**src/rtl/seg7_scan_reader.sv**
```systemverilog
// seg7_scan_reader
// Watches a multiplexed common-anode 7-segment bus (active-low segments and
// digit enables), deglitches each digit slot, decodes the segment pattern back
// to a hex nibble and delivers complete NDIG-digit frames over valid/ready.
module seg7_scan_reader #(
   parameter int NDIG       = 4,
   parameter int STABLE_CYC = 4
) (
   input  logic                clk,
   input  logic                rst,
   input  logic [6:0]          seg_n,
   input  logic [NDIG-1:0]     an_n,
   output logic                out_valid,
   input  logic                out_ready,
   output logic [4*NDIG-1:0]   out_value,
   output logic [NDIG-1:0]     out_err,
   output logic                out_ovf
);

   localparam int W  = NDIG + 7;
   localparam int CW = $clog2(STABLE_CYC + 1);

   typedef enum logic {
      EMPTY = 1'b0,
      FULL  = 1'b1
   } state_t;

   logic [W-1:0]      sync1_reg;
   logic [W-1:0]      sync2_reg;
   logic [W-1:0]      prev_reg;
   logic [CW-1:0]     cnt_reg;
   logic [NDIG-1:0]   mask_reg;
   logic [3:0]        digit_reg [NDIG];
   logic [NDIG-1:0]   err_reg;
   logic [4*NDIG-1:0] out_value_reg;
   logic [NDIG-1:0]   out_err_reg;
   logic              ovf_reg;
   state_t            state_reg;

   logic [6:0]        seg_s2;
   logic [NDIG-1:0]   an_s2;
   logic              same;
   logic              strobe;
   logic [NDIG-1:0]   cap_sel;
   logic [NDIG-1:0]   mask_set;
   logic              complete;
   logic [3:0]        nib;
   logic              nib_err;
   logic [4*NDIG-1:0] frame_value;
   logic [NDIG-1:0]   frame_err;
   state_t            state_next;
   logic              load_out;
   logic              ovf_next;

   assign seg_s2 = sync2_reg[6:0];
   assign an_s2  = sync2_reg[W-1:7];
   assign same   = (sync2_reg == prev_reg);

   // Capture once per stable period, only when exactly one digit is enabled.
   assign strobe   = same && (cnt_reg == CW'(STABLE_CYC - 1)) && $onehot(~an_s2);
   assign cap_sel  = strobe ? ~an_s2 : '0;
   assign mask_set = mask_reg | cap_sel;
   assign complete = strobe && (&mask_set);

   // Two-flop synchronizer on the whole bus plus the previous-sample register.
   always_ff @(posedge clk or posedge rst) begin
      if (rst) begin
         sync1_reg <= '1;
         sync2_reg <= '1;
         prev_reg  <= '1;
      end else begin
         sync1_reg <= {an_n, seg_n};
         sync2_reg <= sync1_reg;
         prev_reg  <= sync2_reg;
      end
   end

   // Stability counter: restarts on any change, saturates at STABLE_CYC.
   always_ff @(posedge clk or posedge rst) begin
      if (rst) begin
         cnt_reg <= '0;
      end else if (!same) begin
         cnt_reg <= '0;
      end else if (cnt_reg != CW'(STABLE_CYC)) begin
         cnt_reg <= cnt_reg + 1'b1;
      end
   end

   // Map a segment pattern back to its hex nibble; anything else is invalid.
   always_comb begin
      nib     = 4'h0;
      nib_err = 1'b0;
      case (seg_s2)
         7'h40: nib = 4'h0;
         7'h79: nib = 4'h1;
         7'h24: nib = 4'h2;
         7'h30: nib = 4'h3;
         7'h19: nib = 4'h4;
         7'h12: nib = 4'h5;
         7'h02: nib = 4'h6;
         7'h78: nib = 4'h7;
         7'h00: nib = 4'h8;
         7'h10: nib = 4'h9;
         7'h08: nib = 4'hA;
         7'h03: nib = 4'hB;
         7'h46: nib = 4'hC;
         7'h21: nib = 4'hD;
         7'h06: nib = 4'hE;
         7'h0E: nib = 4'hF;
         default: nib_err = 1'b1;
      endcase
   end

   // Capture mask: accumulate digits, clear on the completing capture.
   always_ff @(posedge clk or posedge rst) begin
      if (rst) begin
         mask_reg <= '0;
      end else if (complete) begin
         mask_reg <= '0;
      end else begin
         mask_reg <= mask_set;
      end
   end

   genvar gi;
   generate
      for (gi = 0; gi < NDIG; gi++) begin : g_digit
         // Per-digit nibble/error storage; a recapture overwrites.
         always_ff @(posedge clk or posedge rst) begin
            if (rst) begin
               digit_reg[gi] <= 4'h0;
               err_reg[gi]   <= 1'b0;
            end else if (cap_sel[gi]) begin
               digit_reg[gi] <= nib;
               err_reg[gi]   <= nib_err;
            end
         end

         // Frame view including the digit being captured this cycle.
         assign frame_value[4*gi +: 4] = cap_sel[gi] ? nib : digit_reg[gi];
         assign frame_err[gi]          = cap_sel[gi] ? nib_err : err_reg[gi];
      end
   endgenerate

   // Output FSM state and output registers.
   always_ff @(posedge clk or posedge rst) begin
      if (rst) begin
         state_reg     <= EMPTY;
         out_value_reg <= '0;
         out_err_reg   <= '0;
         ovf_reg       <= 1'b0;
      end else begin
         state_reg <= state_next;
         ovf_reg   <= ovf_next;
         if (load_out) begin
            out_value_reg <= frame_value;
            out_err_reg   <= frame_err;
         end
      end
   end

   // Output FSM next-state: load on completion, drop and flag when still held.
   always_comb begin
      state_next = state_reg;
      load_out   = 1'b0;
      ovf_next   = ovf_reg;
      case (state_reg)
         EMPTY: begin
            if (complete) begin
               load_out   = 1'b1;
               state_next = FULL;
            end
         end
         FULL: begin
            if (out_ready) begin
               ovf_next = 1'b0;
               if (complete) begin
                  load_out = 1'b1;
               end else begin
                  state_next = EMPTY;
               end
            end else if (complete) begin
               ovf_next = 1'b1;
            end
         end
         default: state_next = EMPTY;
      endcase
   end

   assign out_valid = (state_reg == FULL);
   assign out_value = out_value_reg;
   assign out_err   = out_err_reg;
   assign out_ovf   = ovf_reg;

endmodule

```
**config.mk**
```make
export PLATFORM = sky130hd
export DESIGN_NAME = seg7_scan_reader
export DESIGN_NICKNAME = d
export VERILOG_FILES = /design/src/rtl/seg7_scan_reader.sv
export SDC_FILE = /design/constraint.sdc
export NUM_CORES = 1
export LEC_CHECK = 0
export BUFFER_PORTS_ARGS = -buffer_cell sky130_fd_sc_hd__buf_2
export CAP_MARGIN = 20
export CELL_PAD_IN_SITES_DETAIL_PLACEMENT = 0
export CELL_PAD_IN_SITES_GLOBAL_PLACEMENT = 1
export CORE_AREA = 2 2 119 121
export CTS_CLUSTER_SIZE = 20
export DETAILED_ROUTE_END_ITERATION = 12
export DIE_AREA = 0 0 121 123
export PLACE_DENSITY_LB_ADDON = 0.1
export SLEW_MARGIN = 15
export SYNTH_ARGS = -nofsm -noshare
export SYNTH_HDL_FRONTEND = slang
export SYNTH_SLANG_ARGS = --single-unit
```
**constraint.sdc**
```tcl
create_clock -name clk -period 4 [get_ports clk]
set_input_delay 0.2 -clock clk [delete_from_list [all_inputs] [get_ports clk]]
set_output_delay 0.2 -clock clk [all_outputs]
set_load 0.01 [all_outputs]
```
After elaboration in Yosys (flattened, before gate mapping):

Index checks and enable logic that the tools add are counted.

* output and inout port bits: 22
* register bits: 82

* bitwise operators: 3
* mux-type cells: 21
* $add $sub $neg: 4
* reduce and logical (&&, ||, !) cells: 8
* equal/unequal tests: 20

Operator list (number)
* $pmux 4 s15: 1
* $eq 7x7->1 const B: 4
* $mux 4: 6
* $eq 7x5->1 const B: 3
* $eq 7x6->1 const B: 3
* $reduce_or 16->1: 1
* $eq 7x2->1 const B: 2
* $eq 7x4->1 const B: 2
* $eq 11x11->1: 1
* $mux 1: 10
* $eq 7x3->1 const B: 1
* $logic_not 7->1: 1
* $mux 3: 2
* $add 1x1->2: 2
* $not 4->4: 1
* $or 4x4->4: 1
* $pmux 1 s2: 2
* $reduce_and 4->1: 1
* $add 2x2->3: 1
* $add 3x1->3 const B: 1
* $eq 3x1->1 const B: 1
* $eq 3x2->1 const B: 1
* $logic_and 1x1->1: 3
* $ne 3x3->1 const B: 1
* 4 further kinds: 4

Depth between registers and ports, before layout:

Gate-level depths: netlist (run 1).

* depth after elaboration: 12
* depth in mapped cells: 11
* mapped depth without buffers: 9

Worst setup path after synthesis (run 1):

Ideal clock, no wire load.

* path kind: register to register
* start point: reg sync2_reg[8]
* end point: reg out_err_reg[0] (netlist: out_err[0])
* arrival: 2.896 ns
* path buffers: 2
* cell stages (with the launch flop): 12
* path slack: 0.980 ns
* cell sequence: dfstp_2 -> fa_1 -> inv_1 -> ha_1 -> ha_1 -> nor2_1 -> nand3_1 -> or4_1 -> buf_2 -> a21oi_4 -> buf_6 -> mux2_2

* cells in the longest elaborated chain, start to end: 12

Ends and longest elaborated chain
* from (decl): line 29 `logic [W-1:0] sync2_reg;`
* from (signal assigned): line 73 `sync2_reg <= sync1_reg;`
* $not 4->4: line 60, 61
* $add 1x1->2 (not written as such): line 60 `assign strobe = same && (cnt_reg == CW'(STABLE_CYC - 1)) && $onehot(~an_s2);`
* $add 2x2->3 (not written as such): line 60
* $eq 3x1->1: line 60
* $logic_and 1x1->1: line 60
* $mux 4: line 61 `assign cap_sel = strobe ? ~an_s2 : '0;`
* $or 4x4->4: line 62 `assign mask_set = mask_reg | cap_sel;`
* $reduce_and 4->1: line 63 `assign complete = strobe && (&mask_set);`
* $logic_and 1x1->1: line 63
* $mux 1: line 169, 177
* $mux 1: line 175 `if (out_ready) begin`
* $pmux 1 s2: line 167 `case (state_reg)`
* to (signal assigned): line 157 `out_err_reg <= frame_err;`
* to (decl): line 36 `logic [NDIG-1:0] out_err_reg;`

Several ways; a longest one is shown, not always the timed one.
A chain may end at the register's enable or synchronous reset.

Final worst setup path (run 1):

* start point: reg sync2_reg[10]
* end point: reg out_value_reg[12] (netlist: out_value[12])

* cells in the longest elaborated chain, start to end: 12

Ends and longest elaborated chain
* $not 4->4: line 60, 61
* $add 1x1->2 (not written as such): line 60
* $add 2x2->3 (not written as such): line 60
* $eq 3x1->1: line 60
* $logic_and 1x1->1: line 60
* $mux 4: line 61
* $or 4x4->4: line 62
* $reduce_and 4->1: line 63
* $logic_and 1x1->1: line 63
* $mux 1: line 169, 177
* $mux 1: line 175
* $pmux 1 s2: line 167
* to (signal assigned): line 156 `out_value_reg <= frame_value;`
* to (decl): line 35 `logic [4*NDIG-1:0] out_value_reg;`

Several ways; a longest one is shown, not always the timed one.

==> results of run 1 <==
power groups by stage:
| stage | clock network, mW | registers, mW | logic [mW] |
|---|---|---|---|
| after global placement | 0 | 0.899 | 0.0644 |
| after global routing | 0.849 | 0.888 | 0.0816 |
| after detailed placement | 0 | 0.899 | 0.0644 |
| final | 0.780 | 0.884 | 0.0692 |
| after CTS | 0.812 | 0.884 | 0.0728 |
| after floorplan | 0 | 0.883 | 0.0536 |
layer usage:
layer / vias to the layer above / GRT usage / wire length (um)
li1: 951 / - / -
met2: 32 / 0.151 / 3080
met4: 0 / 0.0523 / 130
met3: 9 / 0.0268 / 225
met5: - / 0 / 0
met1: 962 / 0.137 / 3320
how the worst max path moves through the flow:
stage	start	end	slack, ns
global placement	sync2_reg[8]	out_value[14]	0.61
global route	sync2_reg[8]	out_value[9]	0.37
CTS	sync2_reg[10]	out_value[12]	0.54
finish	sync2_reg[10]	out_value[12]	0.60
floorplan	sync2_reg[8]	out_err[0]	0.98
detailed placement	sync2_reg[8]	out_value[4]	0.56
synth_stat cells, types with 3 or more instances:
library cell / number
nor3_1: 8
dfrtp_1: 49
xor2_1: 11
clkbuf_1: 6
nand3_1: 8
nor2b_1: 4
inv_1: 11
a21oi_1: 3
dfstp_2: 33
nor4_1: 4
mux2_2: 40
nand2_1: 8
nand2b_1: 5
o21a_1: 3
o21ai_0: 4
nor2_1: 9
ha_1: 5
buf_6: 3
cells by family after synthesis:
logic type,synth area share
DFF,0.626
and+or+nand+nor,0.101
muxes,0.141
buffers and inverters,0.0322
AOI/OAI and AO/OA,0.0438
xor gates and xnor gates,0.0314
adders and majority gates,0.0247
layout make-up:
type                            instances  area (um^2)  share of cell area
Clock buffer                            9          225              0.0548
Timing Repair Buffer                   52          330              0.0803
Inverter                               11         42.5              0.0103
Multi-Input combinational cell        140         1140               0.278
Clock inverter                          7         52.6              0.0128
Tap cell                              180          225              0.0548
Sequential cell                        82         2090               0.509
==> flow_metrics.py, run 1 <==
metrics = {
    "timing": {
        "setup_ws_ns": 0.602,
        "period_share": 0.849,
        "final_max_slew_viol_count": 0,
        "fmax_ghz": 0.294,
        "hold_viol_final": 0,
        "fin_tns_setup_ns": 0,
        "whs_ns": 0.0203,
        "slew_headroom": 0.416,
        "skew_ns": 0.0116,
        "worstMarginPinSlew_ns": 0.876,
        "period_needed_ns": 3.40,
        "rsz0062_at_grt": "no",
        "setup_viol": 0,
    },
    "worst_setup_path": {
        "timing.critical_path.buf_inv": 2,
        "slowest_stage": "or4_1",
        "path_class": "reg -> reg",
        "timing.rr.start": "sync2_reg[10]",
        "r2r-end": "out_value[12]",
        "critPathLaunchType": "flip-flop",
        "worstPathCellList": "fa_1, inv_1, ha_1, ha_1, nor2_1, nand3_1, or4_1, a21oi_4, buf_4, mux2_2",
        "critical_path.most_common_cell": "ha_1",
        "slowest_delay_ns": 0.71,
        "cp.arrival_ns": 3.62,
        "cp.depth": 10,
        "crit_path_end_kind": "flip-flop",
        "path_delay_family": "simple AND/OR/NAND/NOR gates",
        "r2r_setup_slack_ns": 0.60,
        "required_ns": 4.23,
        "critPathMaxFanout": 20,
        "r2r_cells": 10,
    },
    "drt": {
        "num_vias": 1954,
        "detail_route.vias_per_cell": 4.06,
        "drtIter0Drc": 91,
        "wl_per_cell_um": 14.0,
        "drt_wl_total_um": 6760,
        "drc": 0,
        "drtPass1Iterations": 4,
        "ant_nets": 0,
    },
    "final_layout": {
        "utilization": 0.302,
        "fin_area_um2": 4110,
        "fillers": 1378,
        "layout_common_cells": "dfrtp_1, mux2_2, buf_2",
        "final_cells": 481,
        "layout.nets": 316,
        "syn2layout_area_growth_pct": 23.0,
        "num_antenna_cells": 0,
        "drive_gt1_frac": 0.445,
        "final_common_cell": "dfrtp_1",
    },
    "synthesis": {
        "synth_seq_cells": 82,
        "yosysSeqAreaShare": 0.626,
        "yosysTopAreaCellShare": 0.367,
        "synth_largest_area_cell": "dfrtp_1",
        "syn_nets": 264,
        "netlist_instances": 244,
        "syn_avg_cell_area_um2": 13.7,
        "yosys_most_used_dff": "dfrtp_1",
        "synthArstFlopShare": 1.00,
        "synth_edf_count": 0,
        "synth_area_um2": 3340,
        "synthTopCellsByArea": "dfrtp_1, dfstp_2, mux2_2",
        "synth.distinct_cells": 42,
        "yosys_warnings": 0,
    },
    "global_route": {
        "grt_remaining_overflow": 0,
        "grtUsageTotal": 0.102,
        "grt_pass1_vias": 2081,
        "grt_max_degree": 51,
        "antenna_found_initial": 0,
        "grt_pass1_wl_um": 11300,
    },
    "placement": {
        "preCtsSetupSlack_ns": 0.563,
        "gp_congestion": 0.725,
        "dp.cells": 454,
        "place_area_um2": 3720,
        "port_buffers": 35,
        "hpwlAfterDp_um": 4440,
    },
    "clock_network": {
        "cts_tree": "done",
        "cts_max_level": 3,
        "cts_hold_buf": 11,
        "post_cts_buffers": 0,
        "clkLatencyLatePin_ns": 0.34,
        "clk_pin_slew_ns": 0.06,
        "ctsResizeCount": 0,
        "cts_buffers": 9,
        "clock_path_buffers": 2,
        "clock-root-buffer": "clkbuf_16",
        "cts.sinks": 82,
    },
    "floorplanning": {
        "ios": 36,
        "die_x_um": 121,
        "die_y_um": 123,
        "coreArea_um2": 13600,
        "die_area_um2": 14900,
        "start_util": 0.246,
        "fp-row-count": 43,
    },
    "pwr": {
        "power_frac_clock": 0.450,
        "switchingPower_uw": 418,
        "comb_power_share": 0.040,
        "swShare": 0.241,
        "p_per_area_nw_per_um2": 422,
        "seqPwrFrac": 0.510,
        "internal_power_mw": 1.32,
        "vdd_drop_max_v": 0.000141,
        "p_leak_nw": 1.90,
        "fin_total_pwr_mw": 1.73,
    },
    "run_status": {
        "status": "finished clean",
    },
    "worst_hold_path": {
        "hold_path.class": "in -> async",
    },
    "run": {
        "max_cap_violations": 0,
    },
}
Note: power is estimated with default switching activity, not from simulation.
==> run 2, diff against run 1 <==
==> constraint.sdc (replaced) <==
create_clock -name clk -period 3.3 [get_ports clk]
set_input_delay 0.165 -clock clk [delete_from_list [all_inputs] [get_ports clk]]
set_output_delay 0.165 -clock clk [all_outputs]
set_load 0.01 [all_outputs]
==> run 2 against run 1 <==
  * Clock skew down 0.0046 ns
  * Cell count up 1.9%
  * First-iteration DRC count down 18%
  * Clock power up 17%
  * Flip-flop and latch count unchanged
  * Combinational power up 42%
  * Non-clock buffer count up 9
  * Utilization up 0.55 points
  * Die area unchanged
  * Global-route usage up 0.15 points
==> flow_metrics.py, run 2 (same netlist as run 1, synthesis figures left out) <==
metrics = {
    "worst_setup_path": {
        "path_delay_family": "simple AND/OR/NAND/NOR gates",
        "critPathLaunchType": "flip-flop",
        "crit_path_end_kind": "flip-flop",
        "timing.critical_path.buf_inv": 2,
        "path_class": "reg -> reg",
        "slowest_stage": "or4_1",
        "worstPathCellList": "fa_1, inv_1, ha_1, ha_1, nor2_1, nand3_1, or4_1, a21oi_4, buf_12, mux2_2",
        "crit_start": "sync2_reg[8]",
        "slowest_delay_ns": 0.60,
        "critPathMaxFanout": 20,
        "cp.arrival_ns": 3.26,
        "required_ns": 3.53,
        "critical_path.most_common_cell": "ha_1",
        "timing.rr.start": "sync2_reg[8]",
    },
    "drt": {
        "drtPass1Iterations": 4,
        "wl_per_cell_um": 14.0,
        "ant_nets": 0,
        "drc": 0,
        "detail_route.vias_per_cell": 4.10,
        "drt_wl_total_um": 6880,
        "num_vias": 2009,
        "drtIter0Drc": 75,
    },
    "final_layout": {
        "drive_gt1_frac": 0.452,
        "num_antenna_cells": 0,
        "layout_common_cells": "dfrtp_1, mux2_2, buf_2",
        "fin_area_um2": 4190,
        "syn2layout_area_growth_pct": 25.2,
        "layout.nets": 325,
        "final_common_cell": "dfrtp_1",
    },
    "pwr": {
        "vdd_drop_max_v": 0.000202,
        "p_leak_nw": 1.94,
        "p_per_area_nw_per_um2": 496,
    },
    "global_route": {
        "grt_pass1_vias": 2111,
        "antenna_found_initial": 0,
        "grt_remaining_overflow": 0,
        "grt_max_degree": 39,
        "grtUsageTotal": 0.103,
        "grt_pass1_wl_um": 11200,
    },
    "placement": {
        "hpwlAfterDp_um": 4660,
        "gp_congestion": 0.736,
        "port_buffers": 35,
        "place_area_um2": 3800,
    },
    "floorplanning": {
        "start_util": 0.246,
        "die_area_um2": 14900,
        "ios": 36,
        "die_x_um": 121,
        "fp-row-count": 43,
        "die_y_um": 123,
        "coreArea_um2": 13600,
    },
    "clock_network": {
        "cts.sinks": 82,
        "cts_max_level": 3,
        "clkLatencyLatePin_ns": 0.34,
        "clk_pin_slew_ns": 0.06,
        "cts_tree": "done",
        "cts_buffers": 9,
        "clock_path_buffers": 2,
        "clock-root-buffer": "clkbuf_16",
    },
    "worst_hold_path": {
        "holdCritStartpoint": "out_ready",
        "hold_path.class": "in -> reg",
    },
    "timing": {
        "fin_tns_setup_ns": 0,
        "hold_viol_final": 0,
        "final_max_slew_viol_count": 0,
        "worstMarginPinSlew_ns": 0.507,
        "slew_headroom": 0.662,
        "fmax_ghz": 0.329,
        "rsz0062_at_grt": "no",
        "skew_ns": 0.00700,
        "period_share": 0.920,
        "period_needed_ns": 3.04,
        "setup_viol": 0,
    },
    "run_status": {
        "status": "finished clean",
    },
    "run": {
        "max_cap_violations": 0,
    },
}
## run 2: metal layers
metal	up-vias	wire length, um	track usage
met5	-	0	0
li1	970	-	-
met2	31	3180	0.155
met1	997	3320	0.132
met3	11	231	0.0332
met4	0	143	0.0574
## run 2: path summary, 6_finish.rpt
check,to,slack [ns],depth (start not counted)
max,out_value[14],0.26,10
min,out_ovf,0.03,2
max reg2reg,out_value[14],0.26,10
min reg2reg,sync2_reg[3],0.36,0
max in group asynchronous,out_err[3],2.21,4
min in group asynchronous,digit_reg[2],0.30,3
## run 2: final cells by class
type | instances | area [um^2]
Multi-Input combinational cell | 140 | 1140
Sequential cell | 82 | 2090
Tap cell | 180 | 225
Clock buffer | 10 | 229
Fill cell | 1389 | 9430
Timing Repair Buffer | 61 | 413
Inverter | 11 | 42.5
Clock inverter | 6 | 41.3
## run 2: worst reg2reg max path, cell delays in order (launching register included)
cell,delay [ns]
dfstp_2,0.58
fa_1,0.43
inv_1,0.07
ha_1,0.13
ha_1,0.21
nor2_1,0.11
nand3_1,0.10
or4_1,0.60
a21oi_4,0.17
buf_12,0.18
mux2_2,0.36
## run 2: repair_timing
item	4_1_cts	5_1_grt
hold buffers	12	0
endpoints found under the hold margin	21	0
setup buffers	0	0
gates resized for setup	0	0
## run 2: report_power, final
part / switching, mW / internal (mW)
combinational: 0.0566 / 0.0416
sequential: 0.0209 / 1.04
clock: 0.407 / 0.509
total: 0.484 / 1.59
## run 2: per-stage QoR
step                      total power, mW  setup slack [ns]  cells  hold slack, ns  utilization
after floorplan                      1.13             0.280    244           0.169            -
after global placement               1.17             0.279    462           0.122        0.279
after detailed placement             1.17             0.261    462           0.125        0.279
after CTS                            2.14             0.247    490          0.0116        0.308
after global routing                 2.19            0.0952    490          0.0291        0.308
final                                2.08             0.265    490          0.0307        0.308
